### config.mk
export PLATFORM = sky130hd
export DESIGN_NAME = lut_chunk_sequencer_flat
export DESIGN_NICKNAME = d
export VERILOG_FILES = /design/src/rtl/lut_chunk_sequencer_pkg.sv /design/src/rtl/lut_chunk_sequencer_if.sv /design/src/rtl/lut_chunk_sequencer_acc.sv /design/src/rtl/lut_chunk_sequencer.sv /design/src/flat_wrapper.sv
export SDC_FILE = /design/constraint.sdc
export NUM_CORES = 1
export LEC_CHECK = 0
export CORE_UTILIZATION = 30
export CTS_BUF_LIST = sky130_fd_sc_hd__clkbuf_8 sky130_fd_sc_hd__clkbuf_16
export DETAILED_ROUTE_END_ITERATION = 16
export HOLD_SLACK_MARGIN = 0.03
export PLACE_DENSITY = 0.59
export SLEW_MARGIN = 15
export SYNTH_ARGS = -nofsm -noshare
export SYNTH_HDL_FRONTEND = slang
export SYNTH_SLANG_ARGS = --single-unit
### constraint.sdc
create_clock -name clk -period 3.1 [get_ports clk]
set_clock_uncertainty 0.1 [all_clocks]
set_input_delay 0.465 -clock clk [delete_from_list [all_inputs] [get_ports clk]]
set_output_delay 0.465 -clock clk [all_outputs]
set_load 0.1 [all_outputs]
### src/rtl/lut_chunk_sequencer_pkg.sv
// Shared types and helpers for the LUT chunk sequencer.
// Covers the sequencer FSM state encoding and the chunk-counter sizing helper.
package lut_chunk_sequencer_pkg;

  typedef enum logic [1:0] {
    StIdle,
    StRun,
    StDone
  } seq_state_t;

  // A one-chunk vector still needs a 1-bit counter.
  function automatic int unsigned cnt_width(input int unsigned n);
    return (n > 1) ? $clog2(n) : 1;
  endfunction

endpackage

### src/rtl/lut_chunk_sequencer_if.sv
// Bundle of the sequencer's input-vector, LUT, and sum handshake signals.
// The slave modport is the sequencer side; the master modport is the environment side.
interface lut_chunk_sequencer_if #(
  parameter int unsigned SIZE     = 4,
  parameter int unsigned N_CHUNKS = 4,
  parameter int unsigned DATA_W   = 16,
  parameter int unsigned ACC_W    = DATA_W + $clog2(N_CHUNKS) + 1
);
  logic                       in_valid;
  logic                       in_ready;
  logic [N_CHUNKS*SIZE-1:0]   in_data;
  logic [SIZE-1:0]            lut_sel;
  logic                       lut_active;
  logic signed [DATA_W-1:0]   lut_re;
  logic signed [DATA_W-1:0]   lut_im;
  logic                       out_valid;
  logic                       out_ready;
  logic signed [ACC_W-1:0]    out_re;
  logic signed [ACC_W-1:0]    out_im;

  modport slave (
    input  in_valid, in_data, lut_re, lut_im, out_ready,
    output in_ready, lut_sel, lut_active, out_valid, out_re, out_im
  );

  modport master (
    output in_valid, in_data, lut_re, lut_im, out_ready,
    input  in_ready, lut_sel, lut_active, out_valid, out_re, out_im
  );
endinterface

### src/rtl/lut_chunk_sequencer_acc.sv
// Complex accumulator: synchronous clear, or add a sign-extended complex term when enabled.
// Overflow from a narrowed ACC_W wraps rather than saturating.
module lut_chunk_sequencer_acc #(
  parameter int unsigned DATA_W = 16,
  parameter int unsigned ACC_W  = DATA_W + 1
) (
  input  logic                     clk,
  input  logic                     rst_n,
  input  logic                     clr_i,
  input  logic                     en_i,
  input  logic signed [DATA_W-1:0] add_re_i,
  input  logic signed [DATA_W-1:0] add_im_i,
  output logic signed [ACC_W-1:0]  acc_re_o,
  output logic signed [ACC_W-1:0]  acc_im_o
);

  logic signed [ACC_W-1:0] acc_re_q, acc_re_d;
  logic signed [ACC_W-1:0] acc_im_q, acc_im_d;

  always_comb begin
    acc_re_d = acc_re_q;
    acc_im_d = acc_im_q;
    if (clr_i) begin
      acc_re_d = '0;
      acc_im_d = '0;
    end else if (en_i) begin
      // Signed size casts sign-extend the LUT terms to the accumulator width.
      acc_re_d = acc_re_q + ACC_W'(add_re_i);
      acc_im_d = acc_im_q + ACC_W'(add_im_i);
    end
  end

  always_ff @(posedge clk or negedge rst_n) begin
    if (!rst_n) begin
      acc_re_q <= '0;
      acc_im_q <= '0;
    end else begin
      acc_re_q <= acc_re_d;
      acc_im_q <= acc_im_d;
    end
  end

  assign acc_re_o = acc_re_q;
  assign acc_im_o = acc_im_q;

endmodule

### src/rtl/lut_chunk_sequencer.sv
// Time-multiplexes one external LUT across N_CHUNKS select chunks of a control vector.
// Accumulates the complex LUT results and presents the sum on a valid/ready output.
module lut_chunk_sequencer
  import lut_chunk_sequencer_pkg::*;
#(
  parameter int unsigned SIZE     = 4,
  parameter int unsigned N_CHUNKS = 4,
  parameter int unsigned DATA_W   = 16,
  parameter int unsigned ACC_W    = DATA_W + $clog2(N_CHUNKS) + 1
) (
  input  logic                  clk,
  input  logic                  rst_n,
  lut_chunk_sequencer_if.slave  bus_io
);

  localparam int unsigned VecW = N_CHUNKS * SIZE;
  localparam int unsigned CntW = cnt_width(N_CHUNKS);
  localparam logic [CntW-1:0] LastCnt = CntW'(N_CHUNKS - 1);

  seq_state_t      state_q, state_d;
  logic [CntW-1:0] cnt_q, cnt_d;
  logic [VecW-1:0] data_q, data_d;
  logic            acc_clr;
  logic            acc_en;
  logic            in_ready;
  logic            accept;
  logic [SIZE-1:0] chunk_sel;

  assign in_ready = (state_q == StIdle) || ((state_q == StDone) && bus_io.out_ready);
  assign accept   = bus_io.in_valid && in_ready;

  always_comb begin
    state_d = state_q;
    cnt_d   = cnt_q;
    data_d  = data_q;
    acc_clr = 1'b0;
    acc_en  = 1'b0;
    unique case (state_q)
      StIdle: ;
      StRun: begin
        acc_en = 1'b1;
        if (cnt_q == LastCnt) begin
          state_d = StDone;
        end else begin
          cnt_d = cnt_q + CntW'(1);
        end
      end
      StDone: begin
        if (bus_io.out_ready) begin
          state_d = StIdle;
        end
      end
      default: state_d = StIdle;
    endcase
    // Loading from IDLE or straight out of DONE; the latter avoids an IDLE bubble.
    if (accept) begin
      state_d = StRun;
      cnt_d   = '0;
      data_d  = bus_io.in_data;
      acc_clr = 1'b1;
    end
  end

  always_ff @(posedge clk or negedge rst_n) begin
    if (!rst_n) begin
      state_q <= StIdle;
      cnt_q   <= '0;
      data_q  <= '0;
    end else begin
      state_q <= state_d;
      cnt_q   <= cnt_d;
      data_q  <= data_d;
    end
  end

  assign chunk_sel = data_q[32'(cnt_q) * SIZE +: SIZE];

  lut_chunk_sequencer_acc #(
    .DATA_W (DATA_W),
    .ACC_W  (ACC_W)
  ) u_acc (
    .clk      (clk),
    .rst_n    (rst_n),
    .clr_i    (acc_clr),
    .en_i     (acc_en),
    .add_re_i (bus_io.lut_re),
    .add_im_i (bus_io.lut_im),
    .acc_re_o (bus_io.out_re),
    .acc_im_o (bus_io.out_im)
  );

  assign bus_io.in_ready   = in_ready;
  assign bus_io.lut_active = (state_q == StRun);
  assign bus_io.lut_sel    = (state_q == StRun) ? chunk_sel : '0;
  assign bus_io.out_valid  = (state_q == StDone);

endmodule

### src/flat_wrapper.sv
// flat-port wrapper written by rule: the top's interface ports become plain ports
module lut_chunk_sequencer_flat import lut_chunk_sequencer_pkg::*;
#(
  parameter int unsigned SIZE     = 4,
  parameter int unsigned N_CHUNKS = 4,
  parameter int unsigned DATA_W   = 16,
  parameter int unsigned ACC_W    = DATA_W + $clog2(N_CHUNKS) + 1
)
  (clk, rst_n, bus_io_in_valid, bus_io_in_data, bus_io_lut_re, bus_io_lut_im, bus_io_out_ready, bus_io_in_ready, bus_io_lut_sel, bus_io_lut_active, bus_io_out_valid, bus_io_out_re, bus_io_out_im);
  lut_chunk_sequencer_if #(.SIZE(SIZE), .N_CHUNKS(N_CHUNKS), .DATA_W(DATA_W), .ACC_W(ACC_W)) bus_io_i ();
  input  logic clk;
  input  logic rst_n;
  input wire logic [$bits(bus_io_i.in_valid)-1:0] bus_io_in_valid;
  input wire logic [$bits(bus_io_i.in_data)-1:0] bus_io_in_data;
  input wire logic [$bits(bus_io_i.lut_re)-1:0] bus_io_lut_re;
  input wire logic [$bits(bus_io_i.lut_im)-1:0] bus_io_lut_im;
  input wire logic [$bits(bus_io_i.out_ready)-1:0] bus_io_out_ready;
  output wire logic [$bits(bus_io_i.in_ready)-1:0] bus_io_in_ready;
  output wire logic [$bits(bus_io_i.lut_sel)-1:0] bus_io_lut_sel;
  output wire logic [$bits(bus_io_i.lut_active)-1:0] bus_io_lut_active;
  output wire logic [$bits(bus_io_i.out_valid)-1:0] bus_io_out_valid;
  output wire logic [$bits(bus_io_i.out_re)-1:0] bus_io_out_re;
  output wire logic [$bits(bus_io_i.out_im)-1:0] bus_io_out_im;
  assign bus_io_i.in_valid = bus_io_in_valid;
  assign bus_io_i.in_data = bus_io_in_data;
  assign bus_io_i.lut_re = bus_io_lut_re;
  assign bus_io_i.lut_im = bus_io_lut_im;
  assign bus_io_i.out_ready = bus_io_out_ready;
  assign bus_io_in_ready = bus_io_i.in_ready;
  assign bus_io_lut_sel = bus_io_i.lut_sel;
  assign bus_io_lut_active = bus_io_i.lut_active;
  assign bus_io_out_valid = bus_io_i.out_valid;
  assign bus_io_out_re = bus_io_i.out_re;
  assign bus_io_out_im = bus_io_i.out_im;
  lut_chunk_sequencer #(.SIZE(SIZE), .N_CHUNKS(N_CHUNKS), .DATA_W(DATA_W), .ACC_W(ACC_W)) u_core (.clk(clk), .rst_n(rst_n), .bus_io(bus_io_i));
endmodule
==> flow_summary_export.csv, run 1 <==
group,metric,value,unit
yosys,yosys.area.top_type,"dfrtp_1",
yosys,ys_seq_area_share,34.8,%
sta,fmax,366,MHz
critical_path,cp-end-kind,"flop",
die,die_area,0.0144,mm^2
yosys,synth_top_area_share,34.8,%
sta,fin_tns_setup,0,ps
cells_and_area,drive_gt1_share,17.0,%
routing,drc,0,
min_path,hold_path_class,"in -> async",
yosys,synthFlopType,"dfrtp_1",
critical_path,path_cells,"clkdlybuf4s50_1, ha_1, inv_1, fa_1, nor2b_1, o31ai_2, a21o_2, o21a_2, and2_1, o22ai_1, a211oi_2",
grt,grt_max_degree,59,
yosys,synth_async_sr_flop_share,100,%
clock_network,cts.clk_slew.worst_paths,50,ps
clock_network,htreeDepth,3,
grt,grt_pass1_vias,3749,
cells_and_area,area_growth,33.7,%
sta,period_share,88.2,%
critical_path,critical_path_buf_inv_count,2,
yosys,synth_edf_count,0,
yosys,synth.most_common_cell,"nand2_1",
critical_path,worstPathArrival,2840,ps
yosys,synth_common_cells,"nand2_1 (95), dfrtp_1 (58), o21ai_0 (41), ha_1 (37), a21oi_1 (32)",
routing,num_vias,3694,
routing,avgViaCountPerCell,4.96,
die,start_util,31.1,%
cells_and_area,final_nets,657,
grt,grt_first_pass_wirelength,17700,um
clock_network,holdBufCountCts,0,
yosys,syn_area_per_cell,8.84,um^2
routing,ant_nets,0,
routing,first_pass_iters,4,
routing,wl_per_cell,14.5,um
die,core.rowCount,42,
grt,track_usage,15.5,%
die,core_area,0.0134,mm^2
routing,drt-total-wl,10800,um
clock_network,clock-sinks,58,
sta,grt_setup_unrepaired,"false",
sta,final_max_slew_viol_count,0,
sta,finalSetupViolations,0,
grt,antenna_found_initial,0,
critical_path,critical_path.startpoint_type,"primary input",
placement,portBuffers,96,
clock_network,cts_resized,0,
sta,tightest_slew,777,ps
die,ios,97,
placement,dpl.hpwl,7850,um
yosys,syn-cell-area,0.00417,mm^2
clock_network,cts_buffers,9,
cells_and_area,n_antenna_cell,0,
sta,slew_headroom,48.2,%
grt,grt-ovfl-total,0,
critical_path,cp_max_fo,4,
critical_path,cp_top_family,"compound AO/OA/AOI/OAI gates",
die,die_y,120,um
status,outcome,"completed",
routing,initialDrtViolationCount,161,
yosys,synth_seq_cells,58,
critical_path,slowest_delay,460,ps
sta,period_needed,2730,ps
clock_network,post_cts_buffers,0,
sta,hold_viol,0,
clock_network,clock_latency,330,ps
placement,place.gp.congestion,0.837,
clock_network,cts_tree,"done",
flow_run,drv_cap,0,
clock_network,root_buffer,"clkbuf_16",
yosys,synth_cell_types,60,
yosys,synthTopCellsByArea,"dfrtp_1 (35%), ha_1 (11%), nand2_1 (8.6%), o21ai_0 (4.9%), a21oi_1 (3.8%)",
yosys,syn_inst,472,
critical_path,cp_data_required_time,3200,ps
critical_path,worstSetupPathType,"in -> reg",
die,die_w,120,um
yosys,synth_fp_nets,563,
clock_network,cts_buffer_depth,2,
yosys,ys_warn_count,0,
critical_path,crit_path_top_delay_cell,"clkdlybuf4s50_1",
==> state kept, by name (all words and copies together) (netlist names) <==
signal,count
u_core.u_acc.acc_re_o,19
u_core.cnt_q,2
u_core.state_q,2
u_core.u_acc.acc_im_o,19
u_core.data_q,16
==> stage by stage <==
step	setup WS (ps)	utilization, %	std cells	area (um^2)	hold slack, ps
floorplan	69.5	-	472	4180	69.4
detailed placement	36.6	39.4	731	5280	358
global placement	86.2	39.4	731	5280	355
global route	231	41.6	745	5580	74.7
finish	366	41.6	745	5580	29.1
CTS	364	41.6	745	5580	56.0
==> path summary, 6_finish.rpt <==
kind,startpoint,endpoint,slack [ps],cells after the start
setup / recovery,bus_io_lut_im[0],u_core.u_acc.acc_im_o[18],370,11
hold / removal,rst_n,u_core.data_q[11],30,2
setup reg to reg,u_core.u_acc.acc_im_o[0],u_core.u_acc.acc_im_o[18],580,10
hold reg to reg,u_core.data_q[15],u_core.data_q[15],360,2
max in group asynchronous,rst_n,u_core.u_acc.acc_re_o[15],2570,2
min in group clk,u_core.data_q[15],u_core.data_q[15],360,2
==> cells in the final DEF, fill, tap and decap left out, types with 5 or more instances in the layout <==
master,instances
a21o_1,12
dfrtp_1,58
nand4_1,5
o21ai_0,40
xnor2_1,14
buf_4,47
o21ai_1,13
nor2_1,10
inv_1,14
nand2_1,95
nor3_1,5
buf_12,6
clkdlybuf4s50_1,50
xor2_1,13
ha_1,37
clkbuf_16,9
nand3_1,14
nand2b_1,7
and2_1,10
a21oi_1,31
==> area by class of cell <==
type                       count  area (um^2)
inverter                      14         52.6
tap                          176          220
multi-input combinational    379         2580
timing repair buffer         104          978
sequential                    58         1450
fill                        1353         7820
clock inverter                 3         40.0
clock buffer                  11          253
==> cells by family after synthesis <==
group           synth area share, %
fa+ha+maj                      12.1
mux                            2.43
buf+inv                        3.48
simple gates                   17.3
xor+xnor                       5.67
compound gates                 24.3
flops                          34.8
==> routing by layer <==
layer | part of all wire [%] | global-route usage, % | up-vias
met5 | 0 | 0 | -
met4 | 1.2 | 5.47 | 0
met3 | 5.3 | 3.61 | 11
met2 | 44 | 23.7 | 82
met1 | 50 | 21.2 | 1733
li1 | - | - | 1868
Power of run 1 is not shown: default switching activity piles up to over one toggle a cycle in this logic, so the estimate is an artifact.
==> inputs of run 2 (changes only) <==
DONT_BUFFER_PORTS = 1   (was unset)
PLACE_DENSITY = 0.5   (was 0.59)
==> run 2 against run 1 <==
Via count fell by 3.0%. Count of clock-buffer cells in the layout fell by 1. First-iteration DRC count fell by 8.7%.
==> flow_summary_export.csv, run 2 (synthesized netlist as in run 1, its figures left out) <==
group,metric,value,unit
clock_network,cts_resized,0,
clock_network,root_buffer,"clkbuf_16",
clock_network,cts_buffers,9,
min_path,holdPathStages,1,
critical_path,worstSetupPathType,"reg -> reg",
critical_path,ff2ff_path_depth,10,
clock_network,post_cts_buffers,0,
cells_and_area,n_antenna_cell,0,
grt,antenna_found_initial,0,
clock_network,clock_latency,330,ps
sta,fmax,392,MHz
grt,grt_first_pass_wirelength,18600,um
min_path,hold_path_class,"in -> reg",
routing,num_vias,3582,
critical_path,rr_startpoint,"u_core.u_acc.acc_re_o[0]",
critical_path,critical_path.startpoint_type,"flop",
critical_path,worstPathArrival,2700,ps
routing,ant_nets,0,
cells_and_area,seqCellArea,0.00145,mm^2
die,die_area,0.0144,mm^2
placement,portBuffers,0,
grt,track_usage,16.6,%
critical_path,r2r-end,"u_core.u_acc.acc_re_o[12]",
die,core_area,0.0134,mm^2
routing,wl_per_cell,16.3,um
grt,grt_max_degree,59,
cells_and_area,most-common-layout-cells,"nand2_1 (95), dfrtp_1 (58), buf_4 (42), o21ai_0 (40), ha_1 (37)",
critical_path,cp_data_required_time,3260,ps
sta,hold_viol,0,
grt,grt-ovfl-total,0,
placement,place.gp.congestion,0.830,
die,core.rowCount,42,
die,die_w,120,um
sta,slew_headroom,26.3,%
critical_path,cp_max_fo,3,
cells_and_area,area_growth,20.6,%
critical_path,r2r_slack,550,ps
routing,avgViaCountPerCell,5.19,
cells_and_area,multi_input_area,0.00258,mm^2
status,outcome,"completed",
routing,drc,0,
cells_and_area,final_common_cell,"nand2_1",
routing,initialDrtViolationCount,147,
clock_network,htreeDepth,3,
routing,first_pass_iters,4,
min_path,hold_path_end,"u_core.u_acc.acc_im_o[18]",
die,ios,97,
sta,tightest_slew,1100,ps
cells_and_area,drive_gt1_share,17.5,%
sta,period_needed,2550,ps
sta,fin_tns_setup,0,ps
sta,period_share,82.2,%
clock_network,clock-sinks,58,
cells_and_area,final_nets,601,
clock_network,holdBufCountCts,2,
cells_and_area,n_fill_cell,1383,
min_path,hold_path_startpoint,"bus_io_lut_im[15]",
placement,dpl.hpwl,7980,um
clock_network,cts_buffer_depth,2,
critical_path,cp-end-kind,"flop",
sta,final_max_slew_viol_count,0,
flow_run,drv_cap,0,
clock_network,cts_tree,"done",
grt,grt_pass1_vias,3656,
die,die_y,120,um
sta,grt_setup_unrepaired,"false",
clock_network,cts.clk_slew.worst_paths,60,ps
sta,finalSetupViolations,0,
die,start_util,31.1,%
routing,drt-total-wl,11300,um
## run 2: cell types whose count changed in the layout (fill, tap and decap cells not counted), moves of 2 or more
cell             previous run  this run
buf_12                      6         4
buf_4                      47        42
clkdlybuf4s50_1            50         0
inv_1                      14        16
## run 2: critical path, cell delays in order, from the launching register on
cell and delay (ps):
dfrtp_1 350, ha_1 220, inv_1 70, fa_1 380
nand2b_1 190, a21oi_1 310, o21ai_0 160, a21oi_1 280
a21oi_1 120, xor2_1 150, o21ai_0 130
## run 2: cell type report
type,instances,share of cell area (%)
inverter,14,1.05
sequential,58,28.9
tap,176,4.38
timing repair buffer,48,8.61
clock inverter,5,0.946
multi-input combinational,379,51.4
clock buffer,10,4.75
## run 2: how the worst max path moves through the flow
stage / start / endpoint / slack [ps]
6_report: u_core.u_acc.acc_re_o[0] / u_core.u_acc.acc_re_o[12] / 550
5_1_grt: u_core.u_acc.acc_re_o[0] / u_core.u_acc.acc_re_o[12] / 390
4_1_cts: u_core.u_acc.acc_re_o[0] / u_core.u_acc.acc_re_o[12] / 580
3_5_place_dp: bus_io_lut_re[0] / u_core.u_acc.acc_re_o[12] / 510
3_3_place_gp: bus_io_lut_im[0] / u_core.u_acc.acc_im_o[18] / 550
2_1_floorplan: u_core.u_acc.acc_im_o[0] / u_core.u_acc.acc_im_o[18] / 70
## run 2: stage by stage
step | utilization, % | worst slack, ps | cell area, um^2 | instances | hold slack (ps)
2_1_floorplan | - | 69.5 | 4180 | 472 | 69.4
3_3_place_gp | 35.1 | 554 | 4700 | 673 | 72.3
3_5_place_dp | 35.1 | 513 | 4700 | 673 | 72.2
4_1_cts | 37.5 | 581 | 5030 | 690 | 101
5_1_grt | 37.5 | 388 | 5030 | 690 | 105
6_report | 37.5 | 551 | 5030 | 690 | 117
## run 2: layer usage
| layer | GRT usage, % | part of all wire, % |
|---|---|---|
| met5 | 0 | 0 |
| met4 | 6.33 | 1.6 |
| met3 | 3.85 | 5.2 |
| met2 | 27.0 | 47 |
| met1 | 21.3 | 46 |
Power of run 2 is left out for the same reason.
